## src/rtl/custom_instr_pkg.sv

```systemverilog
// Shared types and constants for the custom-instruction coprocessor pipeline.
package custom_instr_pkg;

    localparam int unsigned WB_DEPTH   = 4;
    localparam int unsigned X_ID_WIDTH = 4;

    typedef struct packed {
        logic [X_ID_WIDTH-1:0] id;
        logic [31:0]           data;
        logic [4:0]            rd;
        logic                  we;
    } wb_entry_t;

    typedef struct packed {
        logic seen;
        logic kill;
    } commit_flags_t;

endpackage

```

## src/rtl/custom_result_fifo.sv

```systemverilog
// Generic DEPTH-entry synchronous FIFO; head entry is presented combinationally.
module custom_result_fifo
    import custom_instr_pkg::*;
#(
    parameter int unsigned DEPTH   = WB_DEPTH,
    parameter type         entry_t = wb_entry_t
) (
    input  logic                       clk_i,
    input  logic                       rst_ni,
    input  logic                       push_i,
    input  entry_t                     data_i,
    input  logic                       pop_i,
    output entry_t                     data_o,
    output logic                       full_o,
    output logic                       empty_o,
    output logic [$clog2(DEPTH):0]     count_o
);

    localparam int unsigned AW = $clog2(DEPTH);

    entry_t         mem [DEPTH];
    logic [AW-1:0]  wr_ptr;
    logic [AW-1:0]  rd_ptr;
    logic [AW:0]    count;
    logic           do_push;
    logic           do_pop;

    assign full_o  = (count == (AW+1)'(DEPTH));
    assign empty_o = (count == '0);
    assign count_o = count;
    assign data_o  = mem[rd_ptr];

    // Full is judged on registered count only, so a same-cycle pop never frees a slot.
    assign do_push = push_i & ~full_o;
    assign do_pop  = pop_i & ~empty_o;

    always_ff @(posedge clk_i or negedge rst_ni) begin
        if (!rst_ni) begin
            wr_ptr <= '0;
            rd_ptr <= '0;
            count  <= '0;
            for (int unsigned i = 0; i < DEPTH; i++) begin
                mem[i] <= '0;
            end
        end else begin
            if (do_push) begin
                mem[wr_ptr] <= data_i;
                wr_ptr      <= wr_ptr + 1'b1;
            end
            if (do_pop) begin
                rd_ptr <= rd_ptr + 1'b1;
            end
            case ({do_push, do_pop})
                2'b10:   count <= count + 1'b1;
                2'b01:   count <= count - 1'b1;
                default: count <= count;
            endcase
        end
    end

endmodule

```

## src/rtl/custom_wb_stage.sv

```systemverilog
// Write-back stage: buffers ex results and releases them on the X-IF result
// channel once the core commits their id; killed results are dropped.
module custom_wb_stage
    import custom_instr_pkg::*;
#(
    parameter int unsigned DEPTH    = WB_DEPTH,
    parameter int unsigned ID_WIDTH = X_ID_WIDTH
) (
    input  logic                clk_i,
    input  logic                rst_ni,
    input  logic                ex_valid_i,
    output logic                ex_ready_o,
    input  logic [ID_WIDTH-1:0] ex_id_i,
    input  logic [31:0]         ex_data_i,
    input  logic [4:0]          ex_rd_i,
    input  logic                ex_we_i,
    input  logic                commit_valid_i,
    input  logic [ID_WIDTH-1:0] commit_id_i,
    input  logic                commit_kill_i,
    output logic                result_valid_o,
    input  logic                result_ready_i,
    output logic [ID_WIDTH-1:0] result_id_o,
    output logic [31:0]         result_data_o,
    output logic [4:0]          result_rd_o,
    output logic                result_we_o,
    output logic                result_exc_o,
    output logic [5:0]          result_exccode_o
);

    localparam int unsigned AW    = $clog2(DEPTH);
    localparam int unsigned N_IDS = 2 ** ID_WIDTH;

    typedef struct packed {
        logic [ID_WIDTH-1:0] id;
        logic [31:0]         data;
        logic [4:0]          rd;
        logic                we;
    } entry_t;

    entry_t         push_entry;
    entry_t         head;
    logic           fifo_full;
    logic           fifo_empty;
    logic [AW:0]    fifo_count;
    logic           push;
    logic           pop;
    logic           head_committed;
    logic           head_release;
    logic           head_drop;
    commit_flags_t  head_flags;
    commit_flags_t  table_q [N_IDS];

    assign push_entry = '{id: ex_id_i, data: ex_data_i, rd: ex_rd_i, we: ex_we_i};
    assign ex_ready_o = (fifo_count != (AW+1)'(DEPTH));
    assign push       = ex_valid_i & ~fifo_full;

    custom_result_fifo #(
        .DEPTH   (DEPTH),
        .entry_t (entry_t)
    ) u_fifo (
        .clk_i   (clk_i),
        .rst_ni  (rst_ni),
        .push_i  (push),
        .data_i  (push_entry),
        .pop_i   (pop),
        .data_o  (head),
        .full_o  (fifo_full),
        .empty_o (fifo_empty),
        .count_o (fifo_count)
    );

    assign head_flags     = table_q[head.id];
    assign head_committed = ~fifo_empty & head_flags.seen;
    assign head_release   = head_committed & ~head_flags.kill;
    assign head_drop      = head_committed & head_flags.kill;
    assign pop            = head_drop | (head_release & result_ready_i);

    assign result_valid_o   = head_release;
    assign result_id_o      = head_release ? head.id   : '0;
    assign result_data_o    = head_release ? head.data : '0;
    assign result_rd_o      = head_release ? head.rd   : '0;
    assign result_we_o      = head_release & head.we;
    assign result_exc_o     = 1'b0;
    assign result_exccode_o = '0;

    // The clear is written last so it wins over a same-cycle commit to the popped id.
    always_ff @(posedge clk_i or negedge rst_ni) begin
        if (!rst_ni) begin
            for (int unsigned i = 0; i < N_IDS; i++) begin
                table_q[i] <= '0;
            end
        end else begin
            if (commit_valid_i) begin
                table_q[commit_id_i] <= '{seen: 1'b1, kill: commit_kill_i};
            end
            if (pop) begin
                table_q[head.id] <= '0;
            end
        end
    end

endmodule

```

## config.mk

```make
export PLATFORM = sky130hd
export DESIGN_NAME = custom_wb_stage
export DESIGN_NICKNAME = d
export VERILOG_FILES = /design/src/rtl/custom_instr_pkg.sv /design/src/rtl/custom_result_fifo.sv /design/src/rtl/custom_wb_stage.sv
export SDC_FILE = /design/constraint.sdc
export NUM_CORES = 1
export LEC_CHECK = 0
export ABC_AREA = 1
export CAP_MARGIN = 20
export CORE_MARGIN = 5
export CORE_UTILIZATION = 55
export DETAILED_ROUTE_END_ITERATION = 7
export PLACE_DENSITY = 0.77
export REMOVE_ABC_BUFFERS = 1
export SLEW_MARGIN = 20
export SYNTH_ARGS = -nofsm -noshare
export SYNTH_HDL_FRONTEND = slang
export SYNTH_SLANG_ARGS = --single-unit
```

## constraint.sdc

```tcl
create_clock -name clk_i -period 4.8 [get_ports clk_i]
set_clock_uncertainty 0.2 [all_clocks]
set_input_delay 1.2 -clock clk_i [delete_from_list [all_inputs] [get_ports clk_i]]
set_output_delay 1.2 -clock clk_i [all_outputs]
set_load 0.1 [all_outputs]
```

==> flow_summary.toml, run 1 <==
[setup_path]
slowest_stage = "dfrtp_4"
worstReg2RegEnd = "u_fifo.count_o[2]$_DFFE_PN0P_"
path_cells = "buf_6 > nand2_1 > nand3_1 > nand2_1 > nand2_1 > inv_1 > nand2_1 > nand2_1 > nor2_4 > nand2_8 > nor2_1 > buf_12"
rrSetupSlack_ps = 730
cp_data_arrival_time_ps = 3120
cpPeakStageDelay_ps = 490
startpoint = "u_fifo.rd_ptr[0]$_DFFE_PN0P_"
r2r_cells = 18
cp_common_cell = "nand2_1"
worstReg2RegStart = "u_fifo.rd_ptr[0]$_DFFE_PN0P_"
startpoint_type = "flop"
cp_max_fo = 59
crit_path_end_kind = "output pin"
worstSetupPathType = "flop to output pin"
required_ps = 3400

[sta]
tightest_slew_ps = 966
timing.slew.headroom_pct = 35.4
slew_viol_final = 0
setup_viol = 0
rsz0062_at_grt = "false"
worst_hold_slack_ps = 294
setup_ws_ps = 277
setup_tns_ps = 0
finalHoldViolations = 0
fmax_ghz = 0.221
period_needed_ps = 4520
finalCritPeriodShare_pct = 94.2

[placement]
place.gp.congestion = 0.857
port_buffers = 95
pre_cts_ws_ps = 391
place_hpwl_mm = 16.1

[clock_network]
cts_buffers = 22
htreeDepth = 1
clkLatencyLatePin_ps = 500
ctsRootBufferMaster = "clkbuf_16"
cts_tree = "done"
clk_pin_slew_worst_paths_ps = 60
cts_num_sinks = 207
cts_buffer_depth = 3

[drt]
vias_per_cell = 5.38
drc = 0
wl_met2_mm = 11.9
wl_mm = 24.8
dr.pass1.iters = 5
vias = 8724
top_layer_used = "met4"
wl_per_cell_microns = 15.3
m1WireLength_mm = 10.9
drt-initial-drc-count = 756
final_antenna_net_count = 0
met3_length_mm = 1.46

[die]
fp.dieH_microns = 149
rows = 50
start_util_pct = 56.2
fp.dieArea_sq_mm = 0.0221
core-area_sq_mm = 0.0188
ioPinCount = 103
floorplan.die.width_microns = 149

[flow_run]
cap_viol_max_count = 0

[synthesis]
synthesis.area_sq_mm = 0.0106
syn_inst = 1286
syn_avg_cell_area_sq_um = 8.23
yosysWarnings = 0
synth_seq_cells = 207
ys_types = 29
ys_seq_area_share_pct = 49.0

[final_layout]
area_delta_synth_final_pct = 21.9
final_layout_size_suffix_gt1_share_pct = 15.0
fin_nets = 1406
diodes = 0
final.fill_count = 1405

[global_route]
grt_max_degree = 114
grt_pass1_vias = 8637
grtUsageTotal_pct = 22.7
grt_pass1_wl_mm = 41.8
grt-ovfl-total = 0
antenna_found_initial = 0

[hold_path]
min_path_type = "flop to flop"
hold_path_end = "u_fifo.count_o[0]$_DFFE_PN0P_"
worst_hold_startpoint = "u_fifo.count_o[0]$_DFFE_PN0P_"
hold_depth = 1

[status]
outcome = "completed"
-- flip-flops by register name (all words and copies together) (netlist names) --
register,count
u_fifo.mem,168
table_q,32
u_fifo.rd_ptr,2
u_fifo.wr_ptr,2
u_fifo.count_o,3
-- per-stage QoR --
step / instances / cell area [sq um] / utilization, %
after floorplan: 1215 / 10200 / -
after global placement: 1584 / 12100 / 64.3
after detailed placement: 1584 / 12100 / 64.3
after CTS: 1623 / 12900 / 68.3
after global routing: 1623 / 12900 / 68.5
final: 1623 / 12900 / 68.5
-- area by class of cell --
| type | instances | area, sq um | share of cell area [%] |
|---|---|---|---|
| flip-flops and latches | 207 | 5180 | 40.2 |
| multi-input cells | 853 | 4510 | 35.0 |
| repair buffers | 109 | 1550 | 12.0 |
| clock inverters | 9 | 134 | 1.04 |
| well taps | 260 | 325 | 2.52 |
| inverters | 155 | 584 | 4.53 |
| clock buffers | 30 | 611 | 4.73 |
-- critical path: cells and delay by family (launching register included) --
| kind | cells | cell delay [ps] |
|---|---|---|
| and+or+nand+nor | 9 | 1430 |
| buffers and inverters | 3 | 650 |
| DFF | 1 | 490 |
-- worst max path at each step --
| stage | to | slack, ps | cells after the start |
|---|---|---|---|
| 6_report | result_data_o[12] | 280 | 12 |
| 5_1_grt | result_data_o[27] | 30 | 12 |
| 4_1_cts | result_data_o[13] | 10 | 12 |
| 3_5_place_dp | result_data_o[21] | 390 | 12 |
| 3_3_place_gp | result_id_o[1] | 510 | 12 |
| 2_1_floorplan | result_data_o[0] | -2060 | 12 |
-- kinds of logic (layout without fill, tap and decap cells) --
kind of cell	count (synthesis)	count (layout)	synth area share, %
AOI/OAI and AO/OA	258	258	12.3
adders and majority gates	6	6	0.780
other	1	7	0.0354
xor gates and xnor gates	4	4	0.331
and+or+nand+nor	486	486	18.6
muxes	92	92	9.79
buffers and inverters	232	303	9.20
DFF	207	207	49.0
-- cells in the mapped netlist, drive strengths merged --
master	instances	area share, %
nand2	305	11
dfrtp	207	49
o21ai	172	8.1
inv	155	5.5
nor2	123	4.6
mux2	92	9.8
a21oi	83	3.9
nand3	56	2.8
clkbuf	39	1.4
buf	38	2.3
ha	5	0.59
o21a	3	0.21
xor2	3	0.25
conb	1	0.035
fa	1	0.19
nand3b	1	0.071
nand4	1	0.059
xnor2	1	0.083
-- cells in the final DEF, fill, tap and decap left out, types with 7 or more instances in the layout --
master	synthesis	layout
nand2_1	300	299
dfrtp_1	207	205
o21ai_0	167	167
inv_1	152	152
nor2_1	121	116
mux2_2	92	92
a21oi_1	83	83
nand3_1	53	53
clkdlybuf4s50_1	0	51
buf_12	0	47
clkbuf_16	0	22
conb_1	1	7
buf_4	9	7
-- routing by layer --
metal / track usage, % / up-vias
li1: - / 4208
met1: 31.6 / 4181
met2: 37.0 / 291
met3: 2.89 / 44
met4: 7.62 / 0
met5: 0 / -
-- repair_timing --
item                       CTS  global route
hold buffers                 0             0
setup endpoints to repair   43            43
pin swaps                    0             0
setup buffers                0             0
resized for setup            2             7
Power of run 1 is not shown: default switching activity piles up to over one toggle a cycle in this logic, so the estimate is an artifact.
==> inputs of run 2 (changes only) <==
--- a/config.mk
+++ b/config.mk
@@ -6,11 +6,12 @@
 export NUM_CORES = 1
 export LEC_CHECK = 0
 export ABC_AREA = 1
+export ABC_CLOCK_PERIOD_IN_PS = 4800
 export CAP_MARGIN = 20
 export CORE_MARGIN = 5
-export CORE_UTILIZATION = 55
+export CORE_UTILIZATION = 30
 export DETAILED_ROUTE_END_ITERATION = 7
-export PLACE_DENSITY = 0.77
+export MAX_ROUTING_LAYER = met4
 export REMOVE_ABC_BUFFERS = 1
 export SLEW_MARGIN = 20
 export SYNTH_ARGS = -nofsm -noshare
==> flow_summary.toml, run 2 (synthesis results as in run 1) <==
[final_layout]
area_delta_synth_final_pct = 24.7
mostFrequentLayoutCell = "nand2_1"
regArea_sq_mm = 0.00518
diodes = 0
final_layout_size_suffix_gt1_share_pct = 15.2
fin_nets = 1411
layout.cells.non_filler = 1827
final.fill_count = 3490
regMostFlops = "u_fifo.mem"
multi_input_area_sq_mm = 0.00451
largest_register_ffs = 168
final_cell_mix = "nand2_1 (299), dfrtp_1 (206), o21ai_0 (167)"
final_cell_area_sq_mm = 0.0132
utilization_pct = 38.0

[setup_path]
slowest_stage = "dfrtp_4"
rrSetupSlack_ps = 790
path_cells = "nand2_1 > nand3_2 > nand2_8 > o21ai_1 > nand2_1 > nand2_1 > nand2_1 > nand2_1 > nor2_8 > nand2_8 > nor2_1 > buf_12"
startpoint_type = "flop"
cp_data_arrival_time_ps = 3080
crit_path_end_kind = "output pin"
cp_common_cell = "nand2_1"
startpoint = "u_fifo.rd_ptr[0]$_DFFE_PN0P_"
required_ps = 3400
cp_max_fo = 43
worstSetupPathType = "flop to output pin"
worstReg2RegStart = "u_fifo.rd_ptr[0]$_DFFE_PN0P_"
cpPeakStageDelay_ps = 560

[drt]
vias_per_cell = 4.67
dr.pass1.iters = 5
drc = 0
drt-initial-drc-count = 459
wl_mm = 26.6
final_antenna_net_count = 0
vias = 8528
wl_per_cell_microns = 14.6

[die]
fp.dieArea_sq_mm = 0.0391
ioPinCount = 103
core-area_sq_mm = 0.0347
fp.dieH_microns = 198
rows = 68
floorplan.die.width_microns = 198
start_util_pct = 30.5

[placement]
place_area_sq_mm = 0.0123
place_hpwl_mm = 17.2
port_buffers = 95
place.gp.congestion = 0.871
post-place-cells = 1780

[sta]
timing.slew.headroom_pct = 35.4
slew_viol_final = 0
setup_tns_ps = 0
rsz0062_at_grt = "false"
fmax_ghz = 0.223
finalCritPeriodShare_pct = 93.4
setup_viol = 0
finalHoldViolations = 0
period_needed_ps = 4480
tightest_slew_ps = 966

[clock_network]
htreeDepth = 1
cts_buffer_depth = 3
clkLatencyLatePin_ps = 520
holdBufCountCts = 0
ctsRootBufferMaster = "clkbuf_16"
cts_buffers = 26
clk_pin_slew_worst_paths_ps = 60
cts_num_sinks = 207
cts_tree = "done"
post_cts_buffers = 0

[global_route]
grt_pass1_vias = 8352
grtUsageTotal_pct = 14.0
grt_max_degree = 105
grt_pass1_wl_mm = 44.0
antenna_found_initial = 0
grt-ovfl-total = 0

[hold_path]
worst_hold_startpoint = "u_fifo.count_o[0]$_DFFE_PN0P_"
min_path_type = "flop to flop"

[status]
outcome = "completed"

[flow_run]
cap_viol_max_count = 0
[run 2: cell count changes in the layout (fill, tap and decap cells not counted), sizes merged]
cell / change
buf: +1
bufinv: -3
clkbuf: +10
clkinv: +1
[run 2: worst paths after layout]
| check | to | depth (start not counted) |
|---|---|---|
| min | u_fifo.count_o[0]$_DFFE_PN0P_ | 1 |
| max | result_data_o[17] | 12 |
| max in group asynchronous | table_q[31]$_DFF_PN0_ | 2 |
| min reg2reg | u_fifo.count_o[0]$_DFFE_PN0P_ | 1 |
| min in group asynchronous | u_fifo.count_o[0]$_DFFE_PN0P_ | 1 |
| max reg2reg | u_fifo.count_o[2]$_DFFE_PN0P_ | 18 |
[run 2: area by class of cell]
type | instances | share of cell area [%]
tap | 455 | 4.32
multi-input combinational | 853 | 34.2
sequential | 207 | 39.3
clock inverter | 7 | 0.427
clock buffer | 40 | 5.79
inverter | 155 | 4.45
timing repair buffer | 110 | 11.5
[run 2: routing by layer]
layer | vias to the layer above | part of all wire [%] | track usage [%] | routed length [microns]
met5 | - | 0 | - | 0
met4 | 0 | 2.5 | 3.70 | 669
met3 | 46 | 4.5 | 1.82 | 1190
met2 | 189 | 48 | 22.4 | 12700
met1 | 4068 | 45 | 18.9 | 12000
li1 | 4225 | - | - | -
[run 2: stage by stage]
| stage | hold slack (ps) | setup slack, ps |
|---|---|---|
| 2_1_floorplan | 246 | -2060 |
| 3_3_place_gp | 264 | 591 |
| 3_5_place_dp | 279 | 514 |
| 4_1_cts | 290 | 122 |
| 5_1_grt | 313 | 60.8 |
| 6_report | 292 | 316 |
[run 2: critical path, delay by kind of cell (launching register included)]
kind / cells / cell delay (ps)
compound gates: 1 / 100
buf+inv: 1 / 210
flops: 1 / 560
simple gates: 10 / 1640
[run 2: what timing repair did]
action                     CTS  global route
setup endpoints to repair   42            42
gates cloned                 0             0
pin swaps                    0             0
resized for setup            2             3
Power of run 2 is left out for the same reason.
==> inputs of run 3 (changes only) <==
--- a/config.mk
+++ b/config.mk
@@ -6,7 +6,7 @@
 export NUM_CORES = 1
 export LEC_CHECK = 0
 export ABC_AREA = 1
-export ABC_CLOCK_PERIOD_IN_PS = 4800
+export ABC_CLOCK_PERIOD_IN_PS = 4300
 export CAP_MARGIN = 20
 export CORE_MARGIN = 5
 export CORE_UTILIZATION = 30
==> constraint.sdc (replaced) <==
create_clock -name clk_i -period 4.3 [get_ports clk_i]
set_clock_uncertainty 0.2 [all_clocks]
set_input_delay 1.075 -clock clk_i [delete_from_list [all_inputs] [get_ports clk_i]]
set_output_delay 1.075 -clock clk_i [all_outputs]
set_load 0.1 [all_outputs]
==> flow_summary.toml, run 3 (synthesis results as in run 1) <==
[placement]
place_hpwl_mm = 17.0
port_buffers = 95
place.gp.congestion = 0.828
place_area_sq_mm = 0.0124

[die]
fp.dieH_microns = 198
ioPinCount = 103
start_util_pct = 30.5
rows = 68
core-area_sq_mm = 0.0347
fp.dieArea_sq_mm = 0.0391
floorplan.die.width_microns = 198

[clock_network]
clk_pin_slew_worst_paths_ps = 60
cts_buffer_depth = 3
cts_tree = "done"
holdBufCountCts = 0
htreeDepth = 1
cts_buffers = 25
clkLatencyLatePin_ps = 520
cts_num_sinks = 207
ctsRootBufferMaster = "clkbuf_16"

[drt]
drt-initial-drc-count = 586
drc = 0
wl_met2_mm = 13.5
met3_length_mm = 1.06
top_layer_used = "met4"
dr.pass1.iters = 5
vias = 8637
final_antenna_net_count = 0
m1WireLength_mm = 13.0
wl_mm = 28.7
wl_per_cell_microns = 15.5
vias_per_cell = 4.68

[setup_path]
cp_max_fo = 11
cp_common_cell = "nand2_1"
path_cells = "inv_4 > nand2_1 > nand3_4 > buf_4 > nand3_1 > nand2_1 > nand2_1 > nand2_1 > nand2_1 > nand2_1 > nor2_4 > buf_6 > nand2_8 > nor2_1 > buf_12"
startpoint_type = "flop"
crit_path_end_kind = "output pin"
slowest_stage = "dfrtp_4"
worstSetupPathType = "flop to output pin"
cp_data_arrival_time_ps = 2960
required_ps = 3020
cpPeakStageDelay_ps = 480

[global_route]
antenna_found_initial = 3
grt-ovfl-total = 0
grtUsageTotal_pct = 14.0
grt_pass1_wl_mm = 43.9
grt_pass1_vias = 8446
grt_max_degree = 125

[sta]
finalCritPeriodShare_pct = 98.5
period_needed_ps = 4240
worst_hold_slack_ps = 269
fmax_ghz = 0.236
slew_viol_final = 0
rsz0062_at_grt = "true"
tightest_slew_ps = 966
finalHoldViolations = 0
timing.slew.headroom_pct = 35.4
setup_viol = 0

[final_layout]
largest_register_ffs = 168
area_delta_synth_final_pct = 27.6
regArea_sq_mm = 0.00518
final_layout_size_suffix_gt1_share_pct = 18.2
final.fill_count = 3471
final_cell_mix = "nand2_1 (299), dfrtp_1 (206), o21ai_0 (167)"
final_cell_area_sq_mm = 0.0135
multi_input_area_sq_mm = 0.00469
regMostFlops = "u_fifo.mem"
fin_nets = 1426
mostFrequentLayoutCell = "nand2_1"

[status]
outcome = "completed"

[hold_path]
min_path_type = "flop to flop"

[flow_run]
cap_viol_max_count = 0
==> run 3: cell types whose count changed in the layout (fill, tap and decap cells not counted), sizes merged <==
cell / delta
inv: +1
diode: +3
nand2: +4
clkinvlp: +1
buf: +12
clkbuf: -3
clkinv: -1
==> run 3: worst paths after layout <==
| check | start | end | slack, ps | depth (start not counted) |
|---|---|---|---|---|
| worst min-delay path | u_fifo.count_o[0]$_DFFE_PN0P_ | u_fifo.count_o[0]$_DFFE_PN0P_ | 270 | 1 |
| min in group asynchronous | rst_ni | table_q[27]$_DFF_PN0_ | 430 | 1 |
| worst max register to register | u_fifo.rd_ptr[0]$_DFFE_PN0P_ | u_fifo.count_o[2]$_DFFE_PN0P_ | 730 | 20 |
| worst min register to register | u_fifo.count_o[0]$_DFFE_PN0P_ | u_fifo.count_o[0]$_DFFE_PN0P_ | 270 | 1 |
| max in group asynchronous | rst_ni | u_fifo.mem[43]$_DFFE_PN0P_ | 2510 | 2 |
| worst max-delay path | u_fifo.rd_ptr[0]$_DFFE_PN0P_ | result_we_o | 60 | 15 |
==> run 3: critical path: cells and delay by family (launching register included) <==
family	cells	cell delay, ps
AND/OR/NAND/NOR	11	1260
buffers and inverters	4	710
flip-flops	1	480
==> run 3: cell type report <==
cell class              count  share of cell area (%)
diodes                      3                  0.0556
clock buffers              37                    5.34
clock inverters             8                   0.389
inverters                 155                    4.34
multi-input cells         857                    34.7
flip-flops and latches    207                    38.4
well taps                 455                    4.22
repair buffers            122                    12.6
==> run 3: through the flow <==
stage	instances	setup TNS (ps)	util [%]	worst slack [ps]
floorplan	1215	-124820	-	-2430
global placement	1785	0	35.8	444
detailed placement	1785	0	35.8	393
CTS	1830	0	38.0	0.110
global route	1844	-2740	38.9	-116
finish	1844	0	38.9	64.2
==> run 3: per-layer routing <==
metal	global-route usage, %	up-vias
met5	-	-
met4	4.44	0
met3	1.77	53
met2	23.1	195
met1	18.0	4133
li1	-	4256
==> run 3: repair_timing <==
action / 4_1_cts / 5_1_grt
gates cloned: 0 / 4
setup buffers: 0 / 7
endpoints found under the setup margin: 43 / 43
resized for setup: 2 / 46
pin swaps: 0 / 1
Power of run 3 is left out for the same reason.
